### src/rtl/sqrt_bcd.sv
// Converts a captured 16-bit square-root result into five BCD digits using
// a serial double-dabble (16 steps), with optional leading-zero blanking.
module sqrt_bcd #(
  parameter bit BLANK_LEADING = 1'b1
) (
  input  logic        clk,
  input  logic        rst,
  input  logic        in_valid,
  input  logic [15:0] in_result,
  input  logic        in_cflag,
  input  logic        in_oflag,
  output logic        busy,
  output logic        done,
  output logic [19:0] bcd,
  output logic        cflag_out,
  output logic        err_out,
  output logic        overrun
);

  typedef enum logic [1:0] {IDLE, SHIFT, FINISH} state_t;

  state_t      state;
  logic        in_valid_d;
  logic [3:0]  shift_cnt;
  logic [19:0] dig_work;
  logic [15:0] bin_work;
  logic        cflag_lat;
  logic        err_lat;
  logic        capture;
  logic [19:0] dig_adj;

  function automatic logic [19:0] dabble_adjust(input logic [19:0] d);
    logic [19:0] r;
    r = d;
    for (int i = 0; i < 5; i++) begin
      if (d[4*i +: 4] >= 4'd5) r[4*i +: 4] = d[4*i +: 4] + 4'd3;
    end
    return r;
  endfunction

  // Digit 0 is never blanked, so a zero result still shows a single 0.
  function automatic logic [19:0] blank_leading(input logic [19:0] d);
    logic [19:0] r;
    logic        lead;
    r    = d;
    lead = 1'b1;
    for (int i = 4; i >= 1; i--) begin
      if (lead && (d[4*i +: 4] == 4'd0)) r[4*i +: 4] = 4'hF;
      else                               lead = 1'b0;
    end
    return r;
  endfunction

  assign capture = in_valid & ~in_valid_d;
  assign dig_adj = dabble_adjust(dig_work);

  always_ff @(posedge clk or negedge rst) begin
    if (!rst) begin
      state      <= IDLE;
      in_valid_d <= 1'b0;
      shift_cnt  <= 4'd0;
      dig_work   <= 20'h00000;
      bin_work   <= 16'h0000;
      cflag_lat  <= 1'b0;
      err_lat    <= 1'b0;
      busy       <= 1'b0;
      done       <= 1'b0;
      bcd        <= 20'h00000;
      cflag_out  <= 1'b0;
      err_out    <= 1'b0;
      overrun    <= 1'b0;
    end else begin
      in_valid_d <= in_valid;
      done       <= 1'b0;
      // Any rising edge seen outside IDLE (including the FINISH edge) is dropped.
      if (capture && (state != IDLE)) overrun <= 1'b1;
      case (state)
        IDLE: begin
          if (capture) begin
            bin_work  <= in_result;
            dig_work  <= 20'h00000;
            cflag_lat <= in_cflag;
            err_lat   <= in_oflag;
            shift_cnt <= 4'd0;
            overrun   <= 1'b0;
            busy      <= 1'b1;
            state     <= in_oflag ? FINISH : SHIFT;
          end
        end
        SHIFT: begin
          dig_work  <= {dig_adj[18:0], bin_work[15]};
          bin_work  <= {bin_work[14:0], 1'b0};
          shift_cnt <= shift_cnt + 4'd1;
          if (shift_cnt == 4'd15) state <= FINISH;
        end
        FINISH: begin
          if (err_lat)            bcd <= 20'hEEEEE;
          else if (BLANK_LEADING) bcd <= blank_leading(dig_work);
          else                    bcd <= dig_work;
          cflag_out <= cflag_lat;
          err_out   <= err_lat;
          done      <= 1'b1;
          busy      <= 1'b0;
          state     <= IDLE;
        end
        default: state <= IDLE;
      endcase
    end
  end

endmodule

### config.mk
export PLATFORM = sky130hd
export DESIGN_NAME = sqrt_bcd
export DESIGN_NICKNAME = d
export VERILOG_FILES = /design/src/rtl/sqrt_bcd.sv
export SDC_FILE = /design/constraint.sdc
export NUM_CORES = 1
export LEC_CHECK = 0
export ABC_CLOCK_PERIOD_IN_PS = 2220
export BUFFER_PORTS_ARGS = -buffer_cell sky130_fd_sc_hd__buf_2
export CORE_MARGIN = 2
export CORE_UTILIZATION = 30
export DETAILED_ROUTE_END_ITERATION = 8
export GPL_TIMING_DRIVEN = 1
export PLACE_DENSITY = 0.45
export SLEW_MARGIN = 15
export SYNTH_ARGS = -nofsm -noshare
export SYNTH_HDL_FRONTEND = slang
export SYNTH_SLANG_ARGS = --single-unit
### constraint.sdc
create_clock -name clk -period 2.22 [get_ports clk]
set_input_delay 0.333 -clock clk [delete_from_list [all_inputs] [get_ports clk]]
set_output_delay 0.333 -clock clk [all_outputs]
set_load 0.1 [all_outputs]
== Word-level counts from Yosys, hierarchy flattened ==
Cells that the tools add are included.
Cells by class
  add/sub/neg operators: 6
  multiply operators: 0
  div/mod/pow operators: 0
  $lt $le $gt $ge: 5
  equality and inequality tests: 5
  shift-type cells: 0
  mux-type cells: 35
  bitwise gates (word level): 2
  reductions and logical operators: 16
Operator list (number)
  $mux 20: 2
  $pmux 20 s2: 1
  $mux 4: 9
  $pmux 16 s2: 1
  $ge 4x3->1 const B: 5
  $add 4x2->4 const B: 4
  $logic_not 4->1: 4
  $mux 16: 1
  $mux 1: 14
  $pmux 4 s2: 1
  $reduce_and 2->1: 4
  $mux 2: 3
  $reduce_bool 2->1: 3
  $add 4x1->4 const B: 1
  $eq 4x4->1 const B: 1
  $logic_and 1x1->1: 4
  $ne 2x2->1 const B: 2
  $pmux 2 s2: 1
  $add 3x2->3 const B: 1
  $mux 3: 1
  $eq 2x1->1 const B: 1
  $eq 2x2->1 const B: 1
  $logic_not 2->1: 1
  $pmux 1 s2: 1
  2 further kinds: 2
Word-level totals
  register bits after elaboration: 70
  bits in latches: 0
  bits in writable memories: 0
  bits in read-only memories: 0
  bits of input ports: 21
  output and inout port bits: 25
  logic and storage cells: 82
  memories kept: 0

== Logic depth before layout (Yosys ltp) ==
  word-level depth: 15
  mapped depth: 7
  depth with buffers taken out: 6

== Least setup slack after synthesis ==
No wires, ideal clock.
  path kind: flip-flop to flip-flop
  start point: reg dig_work[16]
  end point: reg bcd[5]
  library setup time: 0.065 ns
  arrival time: 1.714 ns
  required time: 2.155 ns
  path slack: 0.441 ns
  stages on the path, launching flop included: 7
  buffers on the path: 0
  clock period less this slack: 1.779 ns
  cell sequence: dfrtp_1 > inv_1 > ha_1 > or3b_4 > nor4_4 > a31o_2 > o22a_2
On the way
  cells in the longest elaborated chain, start to end: 15
Ends and longest elaborated chain
  start: declaration: RTL line 25  | logic [19:0] dig_work;
  start signal: assignment: RTL line 91  | dig_work <= {dig_adj[18:0], bin_work[15]};
  $logic_not 4->1 (*): RTL line 48  | if (lead && (d[4*i +: 4] == 4'd0)) r[4*i +: 4] = 4'hF;
  $mux 1 (*): RTL line 48
  $mux 1 (*): RTL line 97  | if (err_lat) bcd <= 20'hEEEEE;
  $mux 1 (*): RTL line 77  | case (state)
  $logic_and 1x1->1: RTL line 48
  $mux 1 (*): RTL line 48
  $mux 1 (*): RTL line 97
  $mux 1 (*): RTL line 77
  $logic_and 1x1->1: RTL line 48
  $mux 1 (*): RTL line 48
  $mux 1 (*): RTL line 97
  $mux 1 (*): RTL line 77
  $logic_and 1x1->1 (*): RTL line 48
  $mux 4 (*): RTL line 48
  $mux 20 (*): RTL line 97
  end signal: assignment: RTL line 98  | else if (BLANK_LEADING) bcd <= blank_leading(dig_work);
  end signal: assignment: RTL line 99  | else bcd <= dig_work;
  end: declaration: RTL line 14  | output logic [19:0] bcd,
Mark *: on every way between the ends. The rest lies on a longest branch, timed or not. The select of a mux whose other input is x is not followed.
A chain may end at the register's enable or synchronous reset.

== Worst setup path in the final report ==
  start point: reg dig_work[16]
  end point: reg bcd[7]
The elaborated chain is that of the path after synthesis.

==> results.tsv <==
stage	metric	value	unit
run_status	status	finished with violations	
run_status	violations	hold timing	
floorplan	die_w	107	um
layout	final_cell_area	0.00377	mm2
cts	tritoncts	built	
setup_path	end_kind	register	
timing	slew_violations	0	
floorplan	start_util	30.7	%
worst_hold_path	hp-class	input port to asynchronous set/reset pin	
timing	setup_tns	0	ps
cts	cts.sinks	70	
layout	syn2layout_area_growth	19.4	%
synth	yosys_warnings	0	
route	wirelength	7210	um
floorplan	core	0.0103	mm2
timing	fmax	504	MHz
timing	setup_viol	0	
grt	grt_usage	14.0	%
cts	tritoncts.num_buffers	9	
synth	synthCells	307	
timing	fin_skew	5.86	ps
synth	syn_avg_cell_area	10.3	um2
synth	synth_nets	342	
grt	grt_start_max_net_pins	71	
floorplan	die_y	107	um
setup_path	cp_max_fo	5	
timing	hold_ws	-6.11	ps
cts	postCtsHoldBufs	0	
synth	synth-seq-cells	70	
route	vias	2402	
layout	insertedDiodeCount	0	
job	maxCapViolations	0	
setup_path	rr_startpoint	dig_work[16]	
synth	synthTopCellsByArea	dfrtp_1 (56%), ha_1 (5.6%), nor2_1 (5.2%), o22ai_1 (4.2%), nand2_1 (3.2%)	
cts	clock_latency	340	ps
route	drt-vias-per-instance	4.81	
grt	grt_antenna_before_repair	0	
synth	synth_top_area_share	55.5	%
route	ant_nets	0	
cts	cts_resized	0	
grt	grt_pass1_vias	2459	
placed_design	hpwl	4720	um
cts	cts-htree-levels	3	
cts	cts.clk_slew.worst_paths	70	ps
setup_path	crit_required	2500	ps
synth	ys_types	39	
cts	post_cts_buffers	0	
route	wl_per_cell	14.5	um
timing	period_share	89.3	%
route	drtIter0Drc	153	
layout	drive_gt1_share	21.5	%
layout	final.fill_count	1086	
grt	grt_pass1_wl	12300	um
route	drt_pre_antenna_iters	4	
floorplan	fp-row-count	37	
timing	rsz0062_at_grt	false	
cts	cts-root-buf	clkbuf_8	
cts	cts.path.max_buffers	2	
synth	ys_seq_area_share	55.5	%
synth	netlist_area	0.00315	mm2
setup_path	worst-setup-path-type	register to register	
floorplan	io_pins	46	
grt	grt-ovfl-total	0	
timing	final-hold-violation-count	7	
placed_design	gp_congestion	0.797	
setup_path	rr_endpoint	bcd[7]	
placed_design	placement.io_buffers	45	
setup_path	worst_setup_path_start_kind	register	
setup_path	reg2reg_slack	240	ps
setup_path	rr_worst_depth	6	
floorplan	die-area	0.0114	mm2
setup_path	arrival	2260	ps
placed_design	placed_cell_area	0.00358	mm2
timing	relSlewSlack	57.8	%
timing	tightest_slew	633	ps
timing	layout_min_cycle_time	1980	ps
route	route.detailed.drc	0	
layout	fin_nets	393	
synth	yosys.area.top_type	dfrtp_1	
-- flip-flops by register name, indices dropped and copies added (netlist names), named ones only --
register	flops
bin_work	16
err_out	1
dig_work	20
state	2
shift_cnt	4
busy	1
cflag_out	1
in_valid_d	1
err_lat	1
done	1
cflag_lat	1
bcd	20
-- critical path, stage by stage, from the launching register on --
cell and delay [ps]:
dfrtp_1 410, inv_1 120, ha_1 220, or3b_4 420, nor4_4 370, a31o_2 250, o22a_2 140
-- synthesized netlist by cell type --
master,count
a21oi_1,15
clkbuf_1,15
nand2_1,27
o311ai_0,6
a32o_1,5
o22a_1,3
a21o_1,1
or2b_1,1
nor2_1,44
inv_1,16
nor2b_1,3
o22a_2,3
o211ai_1,1
or3b_1,1
or3b_4,1
nor3_1,3
a21oi_2,1
xnor2_1,5
a222oi_1,3
a22o_1,2
and3_1,1
o21ai_1,1
nand3_1,6
o22ai_1,21
o21a_1,1
o32a_1,1
nand4_1,1
nor4_4,1
or3_1,1
nor3b_1,2
nand2b_1,8
ha_1,14
o31ai_1,6
a31o_2,1
o21ai_0,11
a31oi_1,3
dfrtp_1,70
xor2_1,1
o32ai_1,1
-- worst max-delay path by stage --
stage,from,endpoint,slack [ps],cells after the start
2_1_floorplan,dig_work[16],bcd[5],440,6
4_1_cts,dig_work[16],bcd[7],230,6
5_1_grt,dig_work[16],bcd[6],140,6
3_3_place_gp,dig_work[16],bcd[5],270,6
6_report,dig_work[16],bcd[7],240,6
3_5_place_dp,dig_work[16],bcd[6],240,6
-- cell type report --
class	instances	area [um2]	share of cell area, %
well taps	136	170	4.52
flip-flops and latches	70	1750	46.5
clock buffers	12	165	4.39
multi-input cells	206	1290	34.2
inverters	16	60.1	1.59
clock inverters	4	20.0	0.532
repair buffers	55	313	8.31
-- cell families after synthesis --
kind of cell,Yosys count,synth area share [%]
simple gates,100,14.7
compound gates,86,18.9
flops,70,55.5
buf+inv,31,3.69
fa+ha+maj,14,5.55
xor+xnor,6,1.67
-- layout by cell type (no fill, tap or decap), types with 8 or more instances in the layout --
| master | n |
|---|---|
| dfrtp_1 | 70 |
| buf_2 | 45 |
| nand2_1 | 27 |
| o21ai_0 | 11 |
| clkbuf_8 | 12 |
| ha_1 | 14 |
| inv_1 | 16 |
| nand2b_1 | 8 |
| o22ai_1 | 21 |
| buf_4 | 9 |
| nor2_1 | 44 |
| a21oi_1 | 15 |
-- routing by layer --
| metal | global-route usage (%) | wire length (um) | up-vias |
|---|---|---|---|
| met1 | 18.0 | 3470 | 1153 |
| met4 | 4.92 | 90 | 0 |
| met5 | 0 | 0 | - |
| li1 | - | - | 1193 |
| met2 | 22.9 | 3350 | 47 |
| met3 | 3.68 | 302 | 9 |
-- stage by stage --
step	cells	hold WS, ps	utilization, %	setup slack (ps)
2_1_floorplan	307	37.4	-	441
3_3_place_gp	483	395	34.8	272
3_5_place_dp	483	395	34.8	236
4_1_cts	499	14.7	36.6	226
5_1_grt	499	26.9	36.6	135
6_report	499	-6.11	36.6	237
Power is not shown: default switching activity piles up to over one toggle a cycle in this logic, so the estimate is an artifact.
